<file path="src/rtl/uio_tx_pkg.sv">
// Shared FSM encoding and pin-direction constants for the uio result transmitter.
package uio_tx_pkg;

  typedef logic [2:0] state_t;

  localparam state_t IDLE     = 3'd0;
  localparam state_t SETUP    = 3'd1;
  localparam state_t REQ      = 3'd2;
  localparam state_t WAIT_LOW = 3'd3;
  localparam state_t TURN     = 3'd4;

  localparam logic [7:0] OE_DRIVE   = 8'hFF;
  localparam logic [7:0] OE_RELEASE = 8'h00;

endpackage

</file>
<file path="src/rtl/sync_fifo.sv">
// Single-clock FIFO, combinational head read; push refused while full even if popping.
// Occupancy is registered; pointers wrap modulo DEPTH (power of two).
module sync_fifo #(
  parameter int WIDTH = 8,
  parameter int DEPTH = 4
) (
  input  logic                     clk,
  input  logic                     rst,
  input  logic                     push,
  input  logic [WIDTH-1:0]         push_data,
  input  logic                     pop,
  output logic [WIDTH-1:0]         head_data,
  output logic                     full,
  output logic                     empty,
  output logic [$clog2(DEPTH):0]   count
);

  localparam int AW = $clog2(DEPTH);
  localparam int CW = AW + 1;
  localparam logic [CW-1:0] FULL_CNT = CW'(DEPTH);

  logic [WIDTH-1:0] mem_q [DEPTH];
  logic [AW-1:0]    wr_ptr_q, wr_ptr_d;
  logic [AW-1:0]    rd_ptr_q, rd_ptr_d;
  logic [CW-1:0]    count_q, count_d;
  logic             do_push, do_pop;

  assign full      = (count_q == FULL_CNT);
  assign empty     = (count_q == '0);
  assign do_push   = push && !full;
  assign do_pop    = pop && !empty;
  assign head_data = mem_q[rd_ptr_q];
  assign count     = count_q;

  always_comb begin
    wr_ptr_d = wr_ptr_q;
    rd_ptr_d = rd_ptr_q;
    count_d  = count_q;
    if (do_push) wr_ptr_d = wr_ptr_q + 1'b1;
    if (do_pop)  rd_ptr_d = rd_ptr_q + 1'b1;
    case ({do_push, do_pop})
      2'b10:   count_d = count_q + 1'b1;
      2'b01:   count_d = count_q - 1'b1;
      default: count_d = count_q;
    endcase
  end

  always_ff @(posedge clk or posedge rst) begin
    if (rst) begin
      wr_ptr_q <= '0;
      rd_ptr_q <= '0;
      count_q  <= '0;
    end else begin
      wr_ptr_q <= wr_ptr_d;
      rd_ptr_q <= rd_ptr_d;
      count_q  <= count_d;
    end
  end

  // Storage needs no reset: a slot is only read after it has been written.
  always_ff @(posedge clk) begin
    if (do_push) mem_q[wr_ptr_q] <= push_data;
  end

endmodule

</file>
<file path="src/rtl/uio_result_tx.sv">
// Buffers core results and sends them over the uio pins with a four-phase req/ack handshake.
// First word drives the bus 2 cycles after push, req 1 cycle later; in_ready = !full.
module uio_result_tx
  import uio_tx_pkg::*;
#(
  parameter int DEPTH = 4,
  parameter int WIDTH = 8
) (
  input  logic                   clk,
  input  logic                   rst,
  input  logic                   in_valid,
  input  logic [WIDTH-1:0]       in_data,
  output logic                   in_ready,
  input  logic                   tx_ack,
  output logic                   tx_req,
  output logic [WIDTH-1:0]       uio_out,
  output logic [WIDTH-1:0]       uio_oe,
  output logic [$clog2(DEPTH):0] fifo_count
);

  logic             fifo_full, fifo_empty, pop;
  logic [WIDTH-1:0] fifo_head;

  logic             ack_meta_q, ack_s_q;
  logic             head_avail_q, head_avail_d;
  state_t           state_q, state_d;
  logic [WIDTH-1:0] out_q, out_d;
  logic [WIDTH-1:0] oe_q, oe_d;
  logic             req_q, req_d;

  sync_fifo #(
    .WIDTH (WIDTH),
    .DEPTH (DEPTH)
  ) u_fifo (
    .clk       (clk),
    .rst       (rst),
    .push      (in_valid),
    .push_data (in_data),
    .pop       (pop),
    .head_data (fifo_head),
    .full      (fifo_full),
    .empty     (fifo_empty),
    .count     (fifo_count)
  );

  assign in_ready = !fifo_full;
  assign tx_req   = req_q;
  assign uio_oe   = oe_q;
  assign uio_out  = out_q;

  always_comb begin
    state_d      = state_q;
    out_d        = out_q;
    pop          = 1'b0;
    head_avail_d = !fifo_empty;
    case (state_q)
      // IDLE looks at occupancy one cycle late, giving the first word its extra cycle.
      IDLE: begin
        if (head_avail_q) begin
          out_d   = fifo_head;
          state_d = SETUP;
        end
      end
      SETUP: state_d = REQ;
      REQ: begin
        if (ack_s_q) begin
          pop     = 1'b1;
          state_d = WAIT_LOW;
        end
      end
      WAIT_LOW: begin
        if (!ack_s_q) begin
          if (!fifo_empty) begin
            out_d   = fifo_head;
            state_d = SETUP;
          end else begin
            state_d = TURN;
          end
        end
      end
      TURN:    state_d = IDLE;
      default: state_d = IDLE;
    endcase

    req_d = (state_d == REQ);
    oe_d  = ((state_d == SETUP) || (state_d == REQ) || (state_d == WAIT_LOW))
            ? OE_DRIVE : OE_RELEASE;
  end

  always_ff @(posedge clk or posedge rst) begin
    if (rst) begin
      ack_meta_q   <= 1'b0;
      ack_s_q      <= 1'b0;
      head_avail_q <= 1'b0;
      state_q      <= IDLE;
      out_q        <= '0;
      oe_q         <= OE_RELEASE;
      req_q        <= 1'b0;
    end else begin
      ack_meta_q   <= tx_ack;
      ack_s_q      <= ack_meta_q;
      head_avail_q <= head_avail_d;
      state_q      <= state_d;
      out_q        <= out_d;
      oe_q         <= oe_d;
      req_q        <= req_d;
    end
  end

endmodule
</file>
<file path="config.mk">
export PLATFORM = sky130hd
export DESIGN_NAME = uio_result_tx
export DESIGN_NICKNAME = d
export VERILOG_FILES = /design/src/rtl/uio_tx_pkg.sv /design/src/rtl/sync_fifo.sv /design/src/rtl/uio_result_tx.sv
export SDC_FILE = /design/constraint.sdc
export NUM_CORES = 1
export LEC_CHECK = 0
export CAP_MARGIN = 15
export CELL_PAD_IN_SITES_DETAIL_PLACEMENT = 1
export CELL_PAD_IN_SITES_GLOBAL_PLACEMENT = 1
export CORE_MARGIN = 4
export CORE_UTILIZATION = 48
export CTS_CLUSTER_SIZE = 12
export DETAILED_ROUTE_END_ITERATION = 12
export HOLD_SLACK_MARGIN = 0.05
export PLACE_DENSITY_LB_ADDON = 0.1
export RECOVER_POWER = 50
export SKIP_CTS_REPAIR_TIMING = 1
export SLEW_MARGIN = 20
export SYNTH_ARGS = -nofsm -noshare
export SYNTH_HDL_FRONTEND = slang
export SYNTH_SLANG_ARGS = --single-unit
export TNS_END_PERCENT = 100
</file>
<file path="constraint.sdc">
create_clock -name clk -period 5 [get_ports clk]
set_clock_uncertainty 0.05 [all_clocks]
set_input_delay 0.5 -clock clk [delete_from_list [all_inputs] [get_ports clk]]
set_output_delay 0.5 -clock clk [all_outputs]
set_load 0.01 [all_outputs]
</file>
Word-level counts from Yosys, hierarchy flattened
Memory sizes are Yosys's and may differ from the RTL's.
Cells that the tools add are included.
{"block": "op_classes", "add_sub_neg": 4, "eq_ne": 12, "muxes": 15, "reduce_logical": 11}
{"operator": "2-to-1 mux 8 bit", "count": 4}
{"operator": "case mux 8 bit (2 select lines)", "count": 1}
{"operator": "== test 3 x 2 -> 1 bit, second input constant", "count": 4}
{"operator": "2-to-1 mux 3 bit", "count": 4}
{"operator": "case mux 3 bit (4 select lines)", "count": 1}
{"operator": "== test 3 x 1 -> 1 bit, second input constant", "count": 2}
{"operator": "zero test 3 bit", "count": 2}
{"operator": "!= test 2 bit, second input constant", "count": 3}
{"operator": "case mux 3 bit (2 select lines)", "count": 1}
{"operator": "adder 2 x 1 -> 2 bit, second input constant", "count": 2}
{"operator": "2-to-1 mux 1 bit", "count": 4}
{"operator": "AND reduction 4 bit", "count": 1}
{"operator": "nonzero test 2 bit", "count": 2}
{"operator": "adder 3 x 1 -> 3 bit, second input constant", "count": 1}
{"operator": "== test 3 bit, second input constant", "count": 1}
{"operator": "subtractor 3 x 1 -> 3 bit, second input constant", "count": 1}
{"operator": "== test 2 x 1 -> 1 bit, second input constant", "count": 1}
{"operator": "== test 2 bit, second input constant", "count": 1}
{"operator": "logical AND 1 bit", "count": 2}
{"operator": "zero test 1 bit", "count": 2}
{"operator": "logical OR 1 bit", "count": 2}
{"block": "totals", "ff_bits": 30, "ramBits": 32, "inputBits": 12, "out_inout_bits": 21, "elab_cells": 53, "memories": 1}
{"memory": "u_fifo.mem_q", "depth": 4, "width": 8, "rd": 1, "rd_ports_with_merged_regs": 0, "write_ports": 1, "line": "sync_fifo.sv:22", "rtl": "logic [WIDTH-1:0] mem_q [DEPTH];"}

Logic depth before layout (Yosys ltp)
Gate-level depths: netlist (run 1).
{"block": "logic_depth", "ltp_word": 8, "depth_mapped": 9, "depth_no_buf": 9}

Modules after synthesis
Synthesis (run 1) repeated with hierarchy kept, for this count alone.
{"block": "unflattened", "hier_cells": 132, "area_unflattened_um2": 2274.7}
{"module": "sync_fifo", "instances": 1, "cells_per_inst": 80, "area_per_inst_um2": 1596.5, "seq_area_each_um2": 1136.1}
{"module": "uio_result_tx", "instances": 1, "cells_per_inst": 52, "area_per_inst_um2": 678.2, "seq_area_each_um2": 400.4}

Least setup slack after synthesis (run 1)
Ideal clock, no wire load.
{"block": "synth_timing", "path_type": "register -> register", "startpoint": "register u_fifo.count_q[0], in the netlist u_fifo.count[0]", "endpoint": "register u_fifo.count_q[2], in the netlist u_fifo.count[2]", "setup_ps": 79, "t_arrival_ps": 2137, "t_required_ps": 4871, "path_slack_ps": 2734, "path_stages_with_launch": 10, "path_buffers": 0, "synth_period_minus_slack_ps": 2266, "path_cell_list": "dfrtp_1 or3b_1 and2_1 inv_1 ha_1 inv_1 fa_1 xor2_1 nor2_1 xor2_1"}
{"block": "synth_via", "elab_chain_cells": 5, "elab_cells_between_ends": 12, "classes_between": "add/sub (2); eq/ne (3); mux (1); reduce/logical (6)"}
{"item": "start: declaration", "line": "sync_fifo.sv:25", "rtl": "logic [CW-1:0] count_q, count_d;"}
{"item": "start signal: assignment", "line": "sync_fifo.sv:56", "rtl": "count_q <= count_d;"}
{"item": "== test 3 bit (*)", "line": "sync_fifo.sv:28", "rtl": "assign full = (count_q == FULL_CNT);"}
{"item": "zero test 1 bit (*)"}
{"item": "named net in_ready", "line": "uio_result_tx.sv:13", "rtl": "output logic in_ready,"}
{"item": "logical AND 1 bit (*)", "line": "sync_fifo.sv:30", "rtl": "assign do_push = push && !full;"}
{"item": "== test 2 x 1 -> 1 bit / == test 2 bit (equally long branches)", "line": "sync_fifo.sv:41", "rtl": "case ({do_push, do_pop})"}
{"item": "case mux 3 bit (2 select lines) / nonzero test 2 bit (equally long branches)"}
The timed path passes the listed nets; every way through them passes the cells marked *.
A chain may end at the register's enable or synchronous reset.

Final worst setup path (run 1)
{"block": "layout_timing", "startpoint": "register u_fifo.count_q[0], in the netlist u_fifo.count[0]", "endpoint": "register u_fifo.count_q[2], in the netlist u_fifo.count[2]"}
{"block": "layout_via", "elab_chain_cells": 5, "elab_cells_between_ends": 12, "classes_between": "add/sub (2); eq/ne (3); mux (1); reduce/logical (6)"}
{"item": "== test 3 bit / zero test 3 bit (equally long branches)", "line": "sync_fifo.sv:28, sync_fifo.sv:29"}
{"item": "zero test 1 bit (on tied branches)", "line": "sync_fifo.sv:30, sync_fifo.sv:31"}
{"item": "logical AND 1 bit (on tied branches)", "line": "sync_fifo.sv:30, sync_fifo.sv:31"}
{"item": "== test 2 x 1 -> 1 bit / == test 2 bit (equally long branches)", "line": "sync_fifo.sv:41"}
{"item": "case mux 3 bit (2 select lines) / nonzero test 2 bit (equally long branches)"}
Several ways; a longest one is shown, not always the timed one.

==> impl_metrics.toml, run 1 <==
[outcome]
outcome = "finished clean"

[grt]
gr-usage-all-layers_pct = 14.56
antenna_found_initial = 0
grt_pass1_wl_mm = 6.458
grt_max_degree = 24
grt_pass1_vias = 1270
overflow = 0

[synthesis]
yosysMostFrequentCell = "edfxtp_1"
synthSimpleGateAreaFrac_pct = 5.432
synth-seq-cells = 55
synth_top_family_by_area = "multiplexers"
synthCells = 129
synthFlopType = "edfxtp_1"
synth_edf_count = 32
ys_types = 30
yosys_warnings = 0
ys_async_sr_fraction_pct = 41.82
synthAdderAreaFrac_pct = 3.659
synth_common_cells = "edfxtp_1, dfrtp_1, mux2_2"
synth_top_area_cell = "edfxtp_1"
netlist.area_leader.share_pct = 42.57
synth_nets = 147
avgSynthCellArea_sq_um = 17.50
synth_mux_area_share_pct = 13.36
ys_seq_area_share_pct = 68.07
synthXorXnorAreaFrac_pct = 2.328
synth.area.top_cells = "edfxtp_1, dfrtp_1, mux4_2"
synth_area_sq_um = 2257
synth_compound_area_share_pct = 2.384

[floorplanning]
core-area_sq_um = 4444
die_h_microns = 76.58
dieArea_sq_um = 5864
std_cell_rows = 24
die_w_microns = 76.58
start_util_pct = 50.79
pin_count = 33

[worst_setup_path]
critPathArrivalTime_ns = 2.55
critPathMaxFanout = 6
crit_path_end_kind = "flop"
cp_cell_sequence = "or3b_1, and2_0, inv_1, ha_1, inv_1, fa_1, xor2_1, nor2_1, xor2_1"
critPathTopFamily = "simple AND/OR/NAND/NOR gates"
worst_setup_path_start_kind = "flop"
reg2reg_depth = 9
cp.depth = 9
path_buf_inv = 2
path_class = "reg2reg"
worstPathRequired_ns = 5.19
critPathMaxStageDelay_ns = 0.47
slowest_stage = "or3b_1"

[sta]
finalSetupViolCount = 0
max_freq_mhz = 423.0
setup_ws_ns = 2.636
fin_setup_tns_ns = 0
tightestPinTransition_ns = 0.9260
rsz0062_at_grt = "false"
post-route-min-period_ns = 2.364
timing.final.crit_share_pct = 47.28
slew_viol_final = 0
relSlewSlack_pct = 38.20
finalHoldViolations = 0

[place]
dp.cells = 202
routabilityCongestion = 0.8188
port_buffers = 32
pre_cts_slack_ns = 2.603
place_area_sq_um = 2565
place_hpwl_mm = 2.656

[hold_path]
hold_depth = 0
hold_path.class = "reg2reg"

[pwr]
peakVddDrop_mv = 0.2578
powerDensity_nw_per_um2 = 583.4
p_leak_nw = 1.027

[layout]
drive_above_1_share_pct = 17.72
nFillCells = 403
area_delta_synth_final_pct = 17.52
utilization_pct = 59.68
fin_nets = 175
antennaDiodeCount = 0
fin_area_sq_um = 2653
finalNonFillerCells = 210

[route]
viasPerCell = 5.424
vias = 1139
drt_iter0_markers = 79
wire_per_inst_microns = 18.03
ant_nets = 0
route.detailed.drc = 0
routed_wl_mm = 3.787
drtPass1Iterations = 4

[flow_run]
maxCapViolCount = 0

[clock_network]
cts_tree = "done"
cts_buffers = 5
htreeDepth = 2
cts.sinks = 55
cts-root-buf = "clkbuf_8"
insertion_delay_ns = 0.30
clock_path_buffers = 2
clk_pin_slew_ns = 0.09
-- cell usage in the layout, fill, tap and decap left out, types with 2 or more instances in the layout --
cell and n:
and3_1 5, mux2i_1 2, mux4_2 8, xnor2_1 3, mux2_2 9, clkbuf_8 5
clkinv_2 2, clkdlybuf4s50_1 22, inv_1 8, dfrtp_1 23, nor2_1 4, dlygate4sd3_1 10
xor2_1 3, edfxtp_1 32, and2_0 2, ha_1 5
-- worst paths after layout --
path / startpoint / to / slack (ns)
max: u_fifo.count[0]$_DFFE_PP0P_ / u_fifo.count[2]$_DFFE_PP0P_ / 2.64
min: ack_meta_q$_DFF_PP0_ / ack_s_q$_DFF_PP0_ / 0.31
max reg2reg: u_fifo.count[0]$_DFFE_PP0P_ / u_fifo.count[2]$_DFFE_PP0P_ / 2.64
min reg2reg: ack_meta_q$_DFF_PP0_ / ack_s_q$_DFF_PP0_ / 0.31
max in group asynchronous: rst / tx_req$_DFF_PP0_ / 3.55
min in group asynchronous: rst / uio_out[7]$_DFFE_PP0P_ / 0.78
-- power by group --
part	internal, W	leakage (nW)	switching, W
clock	0.0000988	0.0483	0.000140
combinational	0.000336	0.420	0.000233
sequential	0.000624	0.559	0.000116
total	0.00106	1.03	0.000489
-- metrics by stage --
step | hold slack (ns) | power [W]
2_1_floorplan | 0.2812 | 0.001115
3_3_place_gp | 0.2842 | 0.001307
3_5_place_dp | 0.2864 | 0.001337
4_1_cts | 0.3096 | 0.001581
5_1_grt | 0.3165 | 0.001661
6_report | 0.3063 | 0.001547
-- registers in the layout (all words and copies together) (netlist names) --
name and flops:
u_fifo.rd_ptr_q 2, tx_req 1, u_fifo.mem_q 32, u_fifo.count 3
head_avail_q 1, state_q 3, uio_out 8, u_fifo.wr_ptr_q 2
ack_s_q 1, ack_meta_q 1, uio_oe 1
-- routing by layer --
layer	part of all wire, %	up-vias	track usage (%)
li1	-	523	-
met1	44	573	17.98
met5	0	-	0
met4	1.7	0	5.435
met2	50	37	24.17
met3	5.0	6	4.374
-- worst reg2reg max path, cell delays in order, from the launching register on --
cell and delay [ns]:
dfrtp_1 0.44, or3b_1 0.47, and2_0 0.25, inv_1 0.08
ha_1 0.17, inv_1 0.06, fa_1 0.38, xor2_1 0.15
nor2_1 0.11, xor2_1 0.15
-- logic make-up after synthesis --
group / count (synthesis)
muxes: 19
buffers and inverters: 19
AOI/OAI and AO/OA: 5
and+or+nand+nor: 19
xor gates and xnor gates: 6
adders and majority gates: 6
DFF: 55
-- area by class of cell --
type | instances | area (sq um) | share of cell area [%]
Multi-Input combinational cell | 55 | 613.1 | 23.11
Timing Repair Buffer | 32 | 320.3 | 12.08
Tap cell | 52 | 65.06 | 2.453
Clock buffer | 5 | 68.82 | 2.594
Inverter | 8 | 30.03 | 1.132
Clock inverter | 3 | 18.77 | 0.7075
Sequential cell | 55 | 1536 | 57.92
Note: power is estimated with default switching activity, not from simulation.
==> run 2: changes to the inputs <==
- CORE_UTILIZATION: 48 -> 45
- clock period: 5 -> 2.46 ns (I/O delays scaled with it)
==> impl_metrics.toml, run 2 (synthesis results as in run 1) <==
[pwr]
peakVddDrop_mv = 0.5607
powerDensity_nw_per_um2 = 1236
p_leak_nw = 1.062

[clock_network]
cts-root-buf = "clkbuf_8"
htreeDepth = 2
cts.sinks = 55
cts_tree = "done"
insertion_delay_ns = 0.30
clock_path_buffers = 2
clk_pin_slew_ns = 0.09
cts_buffers = 5

[layout]
seq_area_sq_um = 1538
finalNonFillerCells = 230
mostFrequentLayoutCells = "edfxtp_1, dfrtp_1, clkdlybuf4s50_1, dlygate4sd3_1, mux2_2"
nFillCells = 461
multi_input_area_sq_um = 638.1
largest_reg_flops = 32
area_delta_synth_final_pct = 22.67
fin_nets = 180
antennaDiodeCount = 0
drive_above_1_share_pct = 21.47
final_common_cell = "edfxtp_1"
top_register = "u_fifo.mem_q"

[route]
viasPerCell = 5.057
routed_wl_mm = 4.029
drtPass1Iterations = 4
drt_iter0_markers = 67
ant_nets = 0
route.detailed.drc = 0
wire_per_inst_microns = 17.52
vias = 1163

[place]
routabilityCongestion = 0.7837
dp.cells = 220
port_buffers = 32
place_hpwl_mm = 2.771

[hold_path]
hold_path.class = "reg2reg"
worstHoldStart = "ack_meta_q$_DFF_PP0_"

[sta]
post-route-min-period_ns = 2.321
fin_setup_tns_ns = 0
finalHoldViolations = 0
max_freq_mhz = 430.9
rsz0062_at_grt = "false"
finalSetupViolCount = 0
tightestPinTransition_ns = 1.329
relSlewSlack_pct = 11.37
timing.final.crit_share_pct = 94.35
slew_viol_final = 0

[flow_run]
maxCapViolCount = 0

[outcome]
outcome = "finished clean"

[worst_setup_path]
path_buf_inv = 2
critPathTopFamily = "simple AND/OR/NAND/NOR gates"
critPathMaxStageDelay_ns = 0.44
slowest_stage = "or3b_4"
cp_cell_sequence = "or3b_4, and2_4, inv_1, ha_2, inv_1, fa_2, xor2_1, nor2_1, xor2_1"
cp.depth = 9
timing.rr.start = "u_fifo.count[1]$_DFFE_PP0P_"
critPathArrivalTime_ns = 2.49
cp-endpoint = "u_fifo.count[2]$_DFFE_PP0P_"
reg2reg_slack_ns = 0.14
reg2reg_depth = 9
crit_path_end_kind = "flop"
path_class = "reg2reg"
critPathMaxFanout = 6
cp-startpoint = "u_fifo.count[1]$_DFFE_PP0P_"
r2r_end = "u_fifo.count[2]$_DFFE_PP0P_"
worstPathRequired_ns = 2.63
worst_setup_path_start_kind = "flop"

[floorplanning]
std_cell_rows = 25
die_h_microns = 78.83
die_w_microns = 78.83
pin_count = 33
core-area_sq_um = 4786
dieArea_sq_um = 6213
start_util_pct = 47.16

[grt]
grt_max_degree = 24
antenna_found_initial = 0
overflow = 0
grt_pass1_vias = 1299
gr-usage-all-layers_pct = 14.57
grt_pass1_wl_mm = 6.741
==> run 2: changes by cell type in the layout (fill, tap and decap cells not counted), moves of 2 or more <==
| cell | previous run | this run |
|---|---|---|
| clkbuf_1 | 0 | 4 |
| and2_0 | 2 | 0 |
| clkinv_2 | 2 | 0 |
| buf_4 | 0 | 2 |
| bufinv_16 | 0 | 2 |
==> run 2: report_power, final <==
part	internal, W	total (W)	switching, W
sequential	0.00127	0.00150	0.000233
clock	0.000407	0.000680	0.000274
combinational	0.000729	0.00124	0.000509
==> run 2: how the worst min path moves through the flow <==
stage / end / cells past startpoint / slack [ns]
detailed placement: ack_s_q$_DFF_PP0_ / 0 / 0.29
finish: ack_s_q$_DFF_PP0_ / 0 / 0.31
CTS: uio_out[7]$_DFFE_PP0P_ / 3 / 0.25
global route: ack_s_q$_DFF_PP0_ / 0 / 0.34
global placement: ack_s_q$_DFF_PP0_ / 0 / 0.29
floorplan: ack_meta_q$_DFF_PP0_ / 1 / 0.20
==> run 2: per-stage QoR <==
step	hold slack, ns	worst slack, ns	utilization, %	area, sq um	total power, W
finish	0.3065	0.1391	57.86	2769	0.003421
global route	0.3387	0.02236	57.86	2769	0.003655
CTS	0.2467	-0.001099	57.23	2739	0.003437
detailed placement	0.2885	0.07403	54.46	2606	0.002742
global placement	0.2877	0.1967	54.46	2606	0.002679
floorplan	0.1979	0.1942	-	2257	0.002265
==> run 2: layout make-up <==
cell class | count | area share, %
Sequential cell | 55 | 55.54
Multi-Input combinational cell | 55 | 23.05
Timing Repair Buffer | 37 | 12.52
Tap cell | 67 | 3.028
Clock buffer | 6 | 2.621
Clock inverter | 2 | 2.169
Inverter | 8 | 1.084
==> run 2: routing by layer <==
layer / track usage (%) / vias to the layer above / routed length [microns]
met1: 18.32 / 597 / 1786
met5: 0 / - / 0
met4: 4.639 / 0 / 53
li1: - / 528 / -
met2: 24.87 / 33 / 1984
met3: 3.628 / 5 / 205
==> run 3: changes to the inputs <==
- CAP_MARGIN: 15 -> default
==> results of run 3 <==
Final layout, timing and power as in run 2 (identical DEF).
